**src/rtl/apb4_master_pkg.sv**
```systemverilog
// Shared types and default constants for the APB4 master bridge.
package apb4_master_pkg;

  // Transfer phases of the APB4 requester.
  typedef enum logic [1:0] {
    IDLE   = 2'd0,
    SETUP  = 2'd1,
    ACCESS = 2'd2,
    RESP   = 2'd3
  } fsm_t;

  localparam int DEF_ADDR_WIDTH = 32;
  localparam int DEF_DATA_WIDTH = 32;   // legal values: 8, 16, 32
  localparam int DEF_TIMEOUT    = 256;  // 0 disables the stall abort

  // Width of the wait counter; a disabled timeout still gets a 1-bit counter
  // so that no zero-width vectors appear.
  function automatic int cnt_width(input int timeout);
    return (timeout > 0) ? $clog2(timeout + 1) : 1;
  endfunction

endpackage

```
**src/rtl/apb4_master_bridge.sv**
```systemverilog
// APB4 requester: turns a valid/ready command stream into SETUP/ACCESS
// transfers and returns a valid/ready response. Handles pready wait states,
// forwards pslverr and aborts transfers that stall past TIMEOUT cycles.
module apb4_master_bridge
  import apb4_master_pkg::*;
#(
  parameter int ADDR_WIDTH = DEF_ADDR_WIDTH,
  parameter int DATA_WIDTH = DEF_DATA_WIDTH,
  parameter int TIMEOUT    = DEF_TIMEOUT
) (
  input  logic                    pclk,
  input  logic                    prst,
  input  logic                    cmd_valid_i,
  output logic                    cmd_ready_o,
  input  logic                    cmd_write_i,
  input  logic [ADDR_WIDTH-1:0]   cmd_addr_i,
  input  logic [DATA_WIDTH-1:0]   cmd_wdata_i,
  input  logic [DATA_WIDTH/8-1:0] cmd_strb_i,
  input  logic [2:0]              cmd_prot_i,
  output logic                    rsp_valid_o,
  input  logic                    rsp_ready_i,
  output logic [DATA_WIDTH-1:0]   rsp_rdata_o,
  output logic                    rsp_err_o,
  output logic                    rsp_tmo_o,
  output logic [ADDR_WIDTH-1:0]   paddr_o,
  output logic [2:0]              pprot_o,
  output logic                    psel_o,
  output logic                    penable_o,
  output logic                    pwrite_o,
  output logic [DATA_WIDTH-1:0]   pwdata_o,
  output logic [DATA_WIDTH/8-1:0] pstrb_o,
  input  logic                    pready_i,
  input  logic [DATA_WIDTH-1:0]   prdata_i,
  input  logic                    pslverr_i
);

  localparam int CNT_WIDTH = cnt_width(TIMEOUT);
  // Counter value seen on the last permitted stalled ACCESS cycle.
  localparam logic [CNT_WIDTH-1:0] TMO_LAST =
    CNT_WIDTH'((TIMEOUT > 0) ? TIMEOUT - 1 : 0);

  fsm_t                 state;
  fsm_t                 state_next;
  logic                 cmd_fire;
  logic                 xfer_done;
  logic                 tmo_hit;
  logic [CNT_WIDTH-1:0] wait_cnt;

  // State register.
  // NOTE: clocked state uses non-blocking (<=) so every flop samples the
  // pre-edge values; combinational blocks below use blocking (=).
  always_ff @(posedge pclk or posedge prst) begin
    if (prst) state <= IDLE;
    else      state <= state_next;
  end

  // Next-state logic and one-cycle transfer events.
  // NOTE: every variable gets a default first so no path leaves it unassigned
  // and no latch is inferred.
  always_comb begin
    state_next = state;
    cmd_fire   = 1'b0;
    xfer_done  = 1'b0;
    tmo_hit    = 1'b0;
    case (state)
      IDLE: begin
        if (cmd_valid_i) begin
          cmd_fire   = 1'b1;
          state_next = SETUP;
        end
      end
      SETUP: state_next = ACCESS;
      ACCESS: begin
        // pready on the final allowed cycle takes priority over the abort.
        if (pready_i) begin
          xfer_done  = 1'b1;
          state_next = RESP;
        end else if ((TIMEOUT > 0) && (wait_cnt == TMO_LAST)) begin
          tmo_hit    = 1'b1;
          state_next = RESP;
        end
      end
      RESP: begin
        if (rsp_ready_i) state_next = IDLE;
      end
      default: state_next = IDLE;
    endcase
  end

  // Consecutive stalled ACCESS cycles; restarts with each accepted command.
  always_ff @(posedge pclk or posedge prst) begin
    if (prst)                                                wait_cnt <= '0;
    else if (cmd_fire)                                       wait_cnt <= '0;
    else if ((TIMEOUT > 0) && (state == ACCESS) && !pready_i) wait_cnt <= wait_cnt + 1'b1;
  end

  // Command capture; these drive the APB address/control/data directly and
  // hold their value until the next accepted command.
  always_ff @(posedge pclk or posedge prst) begin
    if (prst) begin
      paddr_o  <= '0;
      pwrite_o <= 1'b0;
      pwdata_o <= '0;
      pstrb_o  <= '0;
      pprot_o  <= '0;
    end else if (cmd_fire) begin
      paddr_o  <= cmd_addr_i;
      pwrite_o <= cmd_write_i;
      pwdata_o <= cmd_wdata_i;
      pstrb_o  <= cmd_write_i ? cmd_strb_i : '0;
      pprot_o  <= cmd_prot_i;
    end
  end

  // psel/penable registered from the next state so APB outputs never see a
  // combinational path from pready_i.
  always_ff @(posedge pclk or posedge prst) begin
    if (prst) begin
      psel_o    <= 1'b0;
      penable_o <= 1'b0;
    end else begin
      psel_o    <= (state_next == SETUP) || (state_next == ACCESS);
      penable_o <= (state_next == ACCESS);
    end
  end

  // Response capture at the end of ACCESS; held stable throughout RESP.
  always_ff @(posedge pclk or posedge prst) begin
    if (prst) begin
      rsp_rdata_o <= '0;
      rsp_err_o   <= 1'b0;
      rsp_tmo_o   <= 1'b0;
    end else if (xfer_done) begin
      rsp_rdata_o <= pwrite_o ? '0 : prdata_i;
      rsp_err_o   <= pslverr_i;
      rsp_tmo_o   <= 1'b0;
    end else if (tmo_hit) begin
      rsp_rdata_o <= '0;
      rsp_err_o   <= 1'b1;
      rsp_tmo_o   <= 1'b1;
    end
  end

  assign cmd_ready_o = (state == IDLE);
  assign rsp_valid_o = (state == RESP);

endmodule
```
**config.mk**
```make
export PLATFORM = sky130hd
export DESIGN_NAME = apb4_master_bridge
export DESIGN_NICKNAME = d
export VERILOG_FILES = /design/src/rtl/apb4_master_pkg.sv /design/src/rtl/apb4_master_bridge.sv
export SDC_FILE = /design/constraint.sdc
export NUM_CORES = 1
export LEC_CHECK = 0
export CORE_ASPECT_RATIO = 0.6
export CORE_MARGIN = 2
export CORE_UTILIZATION = 44
export CTS_CLUSTER_DIAMETER = 60
export DETAILED_ROUTE_END_ITERATION = 8
export HOLD_SLACK_MARGIN = 0.03
export MAX_ROUTING_LAYER = met4
export PLACE_DENSITY = 0.83
export SLEW_MARGIN = 40
export SYNTH_ARGS = -nofsm -noshare
export SYNTH_HDL_FRONTEND = slang
export SYNTH_SLANG_ARGS = --single-unit
```
**constraint.sdc**
```tcl
create_clock -name pclk -period 9.7 [get_ports pclk]
set_input_delay 2.91 -clock pclk [delete_from_list [all_inputs] [get_ports pclk]]
set_output_delay 2.91 -clock pclk [all_outputs]
set_load 0.02 [all_outputs]
```
==> results by group <==
Run status
  – Status: finished, final reports clean

Detailed routing
  – Top routing layer used: met4
  – Wire length per cell: 16.57 um
  – Met3 Routed Length: approximately 1100 um
  – Drt first pass iters: 4
  – Total wire length: approximately 14000 um
  – Vias per inst: approximately 5
  – Via count: approximately 4100
  – Met2 routed WL: 6553 um
  – Detail Route Antenna Nets: 0
  – M1 WL: ~5600 um
  – DRT iter0 DRCs: about 180
  – Number of DRC violations after detailed routing: 0

Die
  – Cell Rows: 28
  – Ports: 220
  – Die height: 82.48 um
  – Std-Cell Core Area: about 9900 um^2
  – Initial Utilization: a little under half
  – Area of the die: approximately 11000 um^2
  – Die X: about 130 um

GRT
  – Global-route usage over all layers: 25.66%
  – Grt total ovfl: 0
  – Vias in the first global route: roughly 4200
  – Largest net degree at the start of global routing: 79
  – Initial antenna violation count: 0
  – First-pass GRT wire length: 21050 um

CTS
  – Post-CTS setup buffer count: 0
  – CTS resizes: 0
  – Worst-Skew Late Latency: roughly 400 ps
  – Clk slew on worst S/H paths: 50 ps
  – Clock Tree Root: clkbuf_16
  – TritonCTS clock tree: done
  – CTS Sinks: between 100 and 150
  – CTS H-tree lvls: 4
  – Num CTS Buffers: 17
  – Clock buffer depth: 2
  – Hold buffers post-CTS: 0

Yosys
  – Post-synthesis sequential area ratio: 65.93%
  – Seq cells post-synth: approximately 120
  – Syn nets: 562
  – Synth top area share: between 60% and 70%
  – Post-synth EDFFs: 0
  – Post-synthesis cell area: ~4500 um^2
  – Synth Instances: around 450
  – Synth cell types: 27
  – Post-synth top flop: dfrtp_1
  – Ys async rst share: 100.0%
  – Syn Area/Cell: between 10 and 15 um^2
  – Top post-synthesis cells by area: dfrtp_1, nand2_1, a22o_1
  – Ys Warns: 0
  – Synth area leader: dfrtp_1

Finish
  – Area delta synth->final: 65.79%
  – Most frequent cells in the layout: clkdlybuf4s50_1, nand2_1, dfrtp_1
  – Seq. cell area: 2978 um^2
  – Most common cell after layout, fill and taps aside: clkdlybuf4s50_1
  – Multi-input gate area: roughly 1400 um^2
  – Share of cells above drive strength 1: slightly below 6%
  – Number of antenna diodes: 0
  – Fill count: 663
  – Final nets: 780

Placed design
  – Post-DP HPWL: 9042 um
  – Port buffer count: 219
  – Final estimated routing congestion in global placement: ~0.9

STA
  – Tmin final: 4689 ps
  – Slew Viols, Final: 0
  – RSZ-0062 raised after global routing: false
  – Worst-margin pin slew: roughly 780 ps
  – Final Cycle Share: approximately 48%
  – Final hold viol count: 0
  – Worst slew margin: between 40% and 50%
  – Final setup fails: 0
  – Highest Clock Rate: about 0.21 GHz
  – Setup TNS: 0 ps
  – Clock Skews: ~8.6 ps

Pwr
  – Leakage power: approximately 3.5 nW
  – Final Power: 2.592 mW
  – PwrDens: 346.1 nW/um^2
  – Flop pwr share: between 30% and 40%
  – Int Power: around 1.7 mW
  – Switching part of the total: 35.34%
  – Combinational share of power: approximately two fifths
  – P_sw: approximately 920 uW
  – Peak supply drop: slightly above 200 uV
  – Clock power frac: between 20% and 30%

Setup path
  – Crit-path max cell delay: ~630 ps
  – Crit end category: output port
  – Crit path max fanout: 8
  – WS Path Type: flop to output port
  – Arr. time, crit path: 1780 ps
  – Top Family by Delay on Critical Path: buffers and inverters
  – CP required: ~6800 ps
  – Crit-path cells: nand2_1 > inv_1 > clkdlybuf4s50_1
  – Slowest cell on the critical path: clkdlybuf4s50_1
  – Worst setup SP type: flop
  – WP buf/inv: 2

Flow run
  – Count of max-cap constraint violations: 0

Min path
  – Hold WC Path Type: flop to flop
## layout make-up
cell class	instances	share of cell area (%)
inverters	6	0.3342
clock buffers	20	6.099
flip-flops and latches	119	39.77
well taps	135	2.256
clock inverters	12	2.657
multi-input cells	300	19.16
repair buffers	223	29.72
## flip-flops by register name (all words and copies together) (netlist names)
name / cells
pprot_o: 3
psel_o: 1
rsp_rdata_o: 32
pstrb_o: 4
wait_cnt: 9
rsp_err_o: 1
state: 2
paddr_o: 32
pwdata_o: 32
rsp_tmo_o: 1
penable_o: 1
pwrite_o: 1
## cells by family after synthesis
| kind of cell | after synthesis | share of synthesized area, % |
|---|---|---|
| simple gates | 244 | 21.47 |
| flops | 119 | 65.93 |
| compound gates | 51 | 8.698 |
| buf+inv | 30 | 2.659 |
| fa+ha+maj | 3 | 0.8311 |
| xor+xnor | 1 | 0.1939 |
| mux | 1 | 0.2216 |
## cell usage after synthesis, drive strengths merged, types with 2 or more instances
cell type / number
o21ai: 3
or3b: 2
or4: 3
a22o: 32
nor2: 6
nand2: 218
nand4: 2
nor3b: 2
clkbuf: 20
a21oi: 10
nand3: 7
o31ai: 3
inv: 6
dfrtp: 119
ha: 3
or3: 2
buf: 4
## per-stage QoR
step	setup slack [ps]	hold WS (ps)	area, um^2	util (%)	std cells
CTS	5042	474.8	7488	75.53	815
floorplan	3633	489.3	4517	-	449
finish	5011	472.7	7488	75.53	815
global route	4958	486.5	7488	75.53	815
detailed placement	4997	459.4	6833	68.92	783
global placement	4904	453.6	6824	68.83	783
## power groups by stage
stage / clock, mW / combinational, mW / sequential, mW
floorplan: 0 / 0.291 / 1.06
global route: 0.721 / 1.15 / 0.860
detailed placement: 0 / 1.06 / 0.838
finish: 0.687 / 1.07 / 0.837
global placement: 0 / 1.03 / 0.829
CTS: 0.698 / 1.08 / 0.835
## layer usage
metal / vias to the layer above / GRT usage (%)
li1: 1901 / -
met2: 183 / 41.83
met4: 0 / 7.895
met5: - / -
met3: 14 / 10.01
met1: 1976 / 29.92
## final timing paths
| path | start | end | slack [ps] | cells after the start |
|---|---|---|---|---|
| worst max-delay path | state[0] | rsp_valid_o | 5010 | 3 |
| worst min-delay path | pwdata_o[24] | pwdata_o[24] | 470 | 2 |
| worst max register to register | wait_cnt[0] | state[0] | 7830 | 7 |
| worst min register to register | pwdata_o[24] | pwdata_o[24] | 470 | 2 |
| max in group asynchronous | prst | rsp_rdata_o[28] | 5740 | 3 |
| min in group asynchronous | prst | pwdata_o[14] | 2900 | 2 |
## worst register-to-register path, delay by kind of cell, from the launching register on
kind                       cells  cell delay [ps]
adders and majority gates      2              480
DFF                            1              410
buffers and inverters          1              360
AOI/OAI and AO/OA              2              300
and+or+nand+nor                2              160
Power figures use the tool's default switching activity.
